`config.mk`:
```
export PLATFORM = sky130hd
export DESIGN_NAME = mem_port_arbiter
export DESIGN_NICKNAME = d
export VERILOG_FILES = /design/src/rtl/mem_arb_pkg.sv /design/src/rtl/arb_starve_prio.sv /design/src/rtl/mem_port_arbiter.sv
export SDC_FILE = /design/constraint.sdc
export NUM_CORES = 1
export LEC_CHECK = 0
export ABC_AREA = 1
export ABC_CLOCK_PERIOD_IN_PS = 4100
export BUFFER_PORTS_ARGS = -buffer_cell sky130_fd_sc_hd__buf_2
export CORE_ASPECT_RATIO = 1.75
export CORE_MARGIN = 2
export CORE_UTILIZATION = 42
export DETAILED_ROUTE_END_ITERATION = 16
export HOLD_SLACK_MARGIN = 0.08
export PLACE_DENSITY = 0.95
export RECOVER_POWER = 50
export REMOVE_ABC_BUFFERS = 1
export SETUP_SLACK_MARGIN = 0.05
export SLEW_MARGIN = 10
export SYNTH_ARGS = -nofsm -noshare
export SYNTH_HDL_FRONTEND = slang
export SYNTH_SLANG_ARGS = --single-unit
```
`constraint.sdc`:
```
create_clock -name clk -period 4.1 [get_ports clk]
set_clock_uncertainty 0.05 [all_clocks]
set_input_delay 0.41 -clock clk [delete_from_list [all_inputs] [get_ports clk]]
set_output_delay 0.41 -clock clk [all_outputs]
set_load 0.01 [all_outputs]
```
`src/rtl/mem_arb_pkg.sv`:
```
// Shared encodings and default sizes for the unified memory port arbiter.
package mem_arb_pkg;

   localparam int AW_DEF         = 16;
   localparam int DW_DEF         = 16;
   localparam int STARVE_MAX_DEF = 4;

   localparam logic [1:0] ST_RUN   = 2'd0;
   localparam logic [1:0] ST_DRAIN = 2'd1;
   localparam logic [1:0] ST_LOAD  = 2'd2;

   localparam logic [1:0] TAG_NONE = 2'd0;
   localparam logic [1:0] TAG_IF   = 2'd1;
   localparam logic [1:0] TAG_DM   = 2'd2;

endpackage

```
`src/rtl/arb_starve_prio.sv`:
```
// Two-way fixed-priority selector: hi wins unless lo has been refused STARVE_MAX
// cycles in a row, in which case lo takes one grant and its counter clears.
module arb_starve_prio
   import mem_arb_pkg::*;
#(
   parameter int STARVE_MAX = STARVE_MAX_DEF
) (
   input  logic clk,
   input  logic rst_n,
   input  logic en,
   input  logic hi_req,
   input  logic lo_req,
   output logic hi_gnt,
   output logic lo_gnt
);

   localparam int CW = (STARVE_MAX < 1) ? 1 : $clog2(STARVE_MAX + 1);

   logic [CW-1:0] starve_cnt;
   logic          starved;

   assign starved = (starve_cnt == CW'(STARVE_MAX));
   assign lo_gnt  = en && lo_req && (!hi_req || starved);
   assign hi_gnt  = en && hi_req && !lo_gnt;

   // The counter is frozen whenever the selector is disabled (core parked).
   always_ff @(posedge clk or negedge rst_n) begin
      if (!rst_n) begin
         starve_cnt <= '0;
      end else if (en) begin
         if (!lo_req || lo_gnt)
            starve_cnt <= '0;
         else if (!starved)
            starve_cnt <= starve_cnt + 1'b1;
      end
   end

endmodule

```
`src/rtl/mem_port_arbiter.sv`:
```
// Shares one single-port synchronous memory between fetch, data and loader ports,
// with a mode FSM that drains outstanding reads before handing the memory to the loader.
module mem_port_arbiter
   import mem_arb_pkg::*;
#(
   parameter int AW         = AW_DEF,
   parameter int DW         = DW_DEF,
   parameter int STARVE_MAX = STARVE_MAX_DEF
) (
   input  logic          clk,
   input  logic          rst_n,
   input  logic          if_req,
   input  logic [AW-1:0] if_addr,
   output logic          if_gnt,
   output logic          if_rvalid,
   output logic [DW-1:0] if_rdata,
   input  logic          dm_req,
   input  logic          dm_we,
   input  logic [AW-1:0] dm_addr,
   input  logic [DW-1:0] dm_wdata,
   output logic          dm_gnt,
   output logic          dm_rvalid,
   output logic [DW-1:0] dm_rdata,
   input  logic          ld_mode,
   input  logic          ld_req,
   input  logic [AW-1:0] ld_addr,
   input  logic [DW-1:0] ld_wdata,
   output logic          ld_gnt,
   output logic          mem_en,
   output logic          mem_we,
   output logic [AW-1:0] mem_addr,
   output logic [DW-1:0] mem_wdata,
   input  logic [DW-1:0] mem_rdata,
   output logic          core_stall,
   output logic          core_hold
);

   logic [1:0]    state, state_nxt;
   logic [1:0]    rd_tag, rd_tag_nxt;
   logic [DW-1:0] if_rdata_q, dm_rdata_q;
   logic          core_en;

   // Grants are gated by rst_n so nothing reaches the memory while reset is held.
   assign core_en = rst_n && (state == ST_RUN);
   assign ld_gnt  = rst_n && (state == ST_LOAD) && ld_req;

   arb_starve_prio #(
      .STARVE_MAX(STARVE_MAX)
   ) u_prio (
      .clk    (clk),
      .rst_n  (rst_n),
      .en     (core_en),
      .hi_req (dm_req),
      .lo_req (if_req),
      .hi_gnt (dm_gnt),
      .lo_gnt (if_gnt)
   );

   always_comb begin
      mem_we    = 1'b0;
      mem_addr  = '0;
      mem_wdata = '0;
      if (ld_gnt) begin
         mem_we    = 1'b1;
         mem_addr  = ld_addr;
         mem_wdata = ld_wdata;
      end else if (dm_gnt) begin
         mem_we    = dm_we;
         mem_addr  = dm_addr;
         mem_wdata = dm_wdata;
      end else if (if_gnt) begin
         mem_addr  = if_addr;
      end
   end

   assign mem_en     = if_gnt || dm_gnt || ld_gnt;
   assign core_stall = (if_req && !if_gnt) || (dm_req && !dm_gnt);
   assign core_hold  = (state != ST_RUN);

   always_comb begin
      rd_tag_nxt = TAG_NONE;
      if (if_gnt)
         rd_tag_nxt = TAG_IF;
      else if (dm_gnt && !dm_we)
         rd_tag_nxt = TAG_DM;
   end

   // DRAIN waits for the single outstanding read to return before the loader owns memory.
   always_comb begin
      state_nxt = state;
      case (state)
         ST_RUN:   if (ld_mode) state_nxt = ST_DRAIN;
         ST_DRAIN: if (rd_tag == TAG_NONE) state_nxt = ld_mode ? ST_LOAD : ST_RUN;
         ST_LOAD:  if (!ld_mode) state_nxt = ST_RUN;
         default:  state_nxt = ST_RUN;
      endcase
   end

   assign if_rvalid = (rd_tag == TAG_IF);
   assign dm_rvalid = (rd_tag == TAG_DM);
   assign if_rdata  = if_rvalid ? mem_rdata : if_rdata_q;
   assign dm_rdata  = dm_rvalid ? mem_rdata : dm_rdata_q;

   always_ff @(posedge clk or negedge rst_n) begin
      if (!rst_n) begin
         state      <= ST_RUN;
         rd_tag     <= TAG_NONE;
         if_rdata_q <= '0;
         dm_rdata_q <= '0;
      end else begin
         state  <= state_nxt;
         rd_tag <= rd_tag_nxt;
         if (if_rvalid) if_rdata_q <= mem_rdata;
         if (dm_rvalid) dm_rdata_q <= mem_rdata;
      end
   end

endmodule

```
==> results.tsv <==
stage	metric	value	unit
placement	post_dp_cell_area	3030	um^2
power_and_ir_drop	pwr-share-comb	0.410	
sta	fmax	332	MHz
sta	relSlewSlack	-0.217	
critical_path	critPathMostFrequentCell	nand2_1	
finish	fin_area	3140	um^2
critical_path	endpoint_kind	output pin	
power_and_ir_drop	ir_drop	503	uV
global_routing	gr-total-overflow	0	
cts	cts_resized	0	
cts	cts.hold.buffers_added	1	
sta	tightestPinTransition	1.83	ns
placement	port_buffers	175	
run	cap_violations	1	
status	outcome	finished with violations	
critical_path	worstPathRequired	3.64	ns
placement	place_ws	1.80	ns
die	die_w	58.1	um
cts	tritoncts	built	
detailed_routing	drt_iter0_markers	176	
detailed_routing	drc	0	
critical_path	crit_family	buffers and inverters	
synth	synth_most_common_cell	nand2_1	
sta	setup_viol	0	
die	start_util	0.433	
sta	maxSlewViolCount	37	
detailed_routing	wl_per_cell	13.4	um
critical_path	critical_path_buf_inv_count	4	
detailed_routing	vias_per_cell	5.08	
die	die_h	98.7	um
finish	diodes	0	
global_routing	grt_start_max_net_pins	37	
synth	ys_warn_count	0	
cts	clk_latency	0.29	ns
critical_path	crit_path_max_fanout	18	
power_and_ir_drop	p_int	0.978	mW
detailed_routing	drt_first_pass_iters	4	
global_routing	grt_pass1_wl	11000	um
cts	cts_max_level	2	
die	io_pins	176	
synth	ys_top_cells_by_area	dfrtp_1 (45%), nand2_1 (22%), nand3_1 (7.9%), o21ai_0 (7.9%), inv_1 (4.9%)	
cts	cts_buffers	5	
global_routing	antenna_found_initial	0	
detailed_routing	vias	2645	
cts	cts_setup_buffers	0	
synth	dominantRegCellSynth	dfrtp_1	
critical_path	crit_chain	dlygate4sd3_1 -> clkbuf_1 -> nand2_1 -> nor2_8 -> inv_2 -> nor2_8 -> nand2_1 -> nand2_1 -> buf_2	
status	violations	max-capacitance violations, max-slew violations	
synth	synth-seq-cells	39	
finish	syn2layout_area_growth	45.7	%
synth	async_flop_share	1.00	
global_routing	grt_use_total	0.244	
synth	synth_top_area_share	0.453	
sta	fin_ws	1.09	ns
critical_path	setup.worst_path.start_class	primary input	
synth	synth_edf_count	0	
synth	synthTopCellsByCount	nand2_1 (127), dfrtp_1 (39), nand3_1 (34), o21ai_0 (34), inv_1 (28)	
sta	rsz0062_at_grt	false	
cts	cts_buffer_depth	2	
power_and_ir_drop	pwr-share-seq	0.377	
synth	synth_largest_area_cell	dfrtp_1	
finish	fin_util	0.630	
synth	yosysSeqAreaShare	0.453	
power_and_ir_drop	swShare	0.366	
detailed_routing	wl	7000	um
synth	yosysUniqueCellTypes	22	
placement	gp_congestion	0.833	
sta	fin_crit	3.01	ns
power_and_ir_drop	p_switching	0.564	mW
synth	mappedNetlistArea	2150	um^2
synth	syn_inst	295	
finish	nets	571	
cts	clkSlewWorstSetupHoldPaths	0.07	ns
sta	finalCritPeriodShare	0.734	
critical_path	cp_slowest_cell	dlygate4sd3_1	
detailed_routing	ant_nets	0	
power_and_ir_drop	leakage	1.95	nW
die	dieArea	5740	um^2
global_routing	grt_pass1_vias	2513	
sta	setup_tns	0	ns
die	rows	34	
critical_path	worstPathArrival	2.55	ns
finish	drive_above_1_share	0.403	
critical_path	critPathKind	primary input to output pin	
placement	dp_hpwl	5620	um
critical_path	r2r_slack	2.33	ns
cts	cts.sinks	39	
die	fp.coreArea	4980	um^2
critical_path	critPathMaxStageDelay	0.52	ns
worst_hold_path	hp-class	primary input to flip-flop	
power_and_ir_drop	pwr-share-clk	0.213	
sta	hold_violations	0	
power_and_ir_drop	cellPowerDensity	492	nW/um^2
cts	cts_root_buf	clkbuf_8	
synth	syn_avg_cell_area	7.30	um^2
-- state kept, by name, summed over array words and instances (netlist names) --
signal             count
u_prio.starve_cnt      3
rd_tag                 2
dm_rdata_q            16
state                  2
if_rdata_q            16
-- layer usage --
layer,wire length (um),GRT usage,share of wire,vias to the layer above
li1,-,-,-,1264
met3,694,0.0486,0.099,11
met1,2660,0.281,0.38,1184
met4,92,0.102,0.013,0
met5,0,0,0,-
met2,3550,0.427,0.51,186
-- cell families (layout without fill, tap and decap cells) --
group           count (synthesis)  after routing  synth area share
flops                          39             39             0.453
buf+inv                        42            214            0.0837
simple gates                  175            175             0.363
fa+ha+maj                       2              2            0.0116
compound gates                 36             36            0.0843
xor+xnor                        1              1           0.00407
-- power by group through the flow --
stage / Sequential (mW) / Clock [mW] / Combinational [mW]
after global placement: 0.581 / 0 / 0.609
after global routing: 0.592 / 0.343 / 0.694
after CTS: 0.583 / 0.330 / 0.641
final: 0.582 / 0.329 / 0.632
after floorplan: 0.578 / 0 / 0.341
after detailed placement: 0.590 / 0 / 0.635
-- final cells by class --
| cell class | instances | area [um^2] |
|---|---|---|
| inverters | 29 | 109 |
| flip-flops and latches | 39 | 976 |
| clock buffers | 6 | 82.6 |
| repair buffers | 177 | 886 |
| clock inverters | 2 | 35.0 |
| fillers | 410 | 1840 |
| well taps | 54 | 67.6 |
| multi-input cells | 214 | 982 |
-- per-stage QoR --
step	instances	power, mW	hold slack, ns
floorplan	282	0.919	0.0644
global placement	512	1.19	0.223
global route	521	1.63	0.275
detailed placement	512	1.22	0.229
CTS	521	1.55	0.261
finish	521	1.54	0.256
-- final timing paths --
path	startpoint	endpoint	depth (start not counted)
max	rst_n	mem_wdata[6]	9
min in group asynchronous	rst_n	u_prio.starve_cnt[2]	2
max reg2reg	rd_tag[0]	dm_rdata_q[11]	3
max in group asynchronous	rst_n	dm_rdata_q[11]	3
min reg2reg	dm_rdata_q[13]	dm_rdata_q[13]	2
min	dm_we	rd_tag[1]	2
-- cell usage in the layout (no fill, tap or decap) --
cell             n
nand4_1          1
clkbuf_8         6
inv_1           28
bufinv_16        1
clkinv_2         1
inv_2            1
nand4_2          1
nor2_8           2
buf_2          172
nor2_4           2
ha_1             2
dfrtp_1         39
or2_2            1
dlygate4sd3_1    1
clkbuf_1         4
xor2_1           1
nor2_1           5
o21ai_0         34
nand3_1         34
nand2_1        128
o22ai_1          1
nand3_2          1
a21oi_1          1
(Power assumes the default switching activity.)
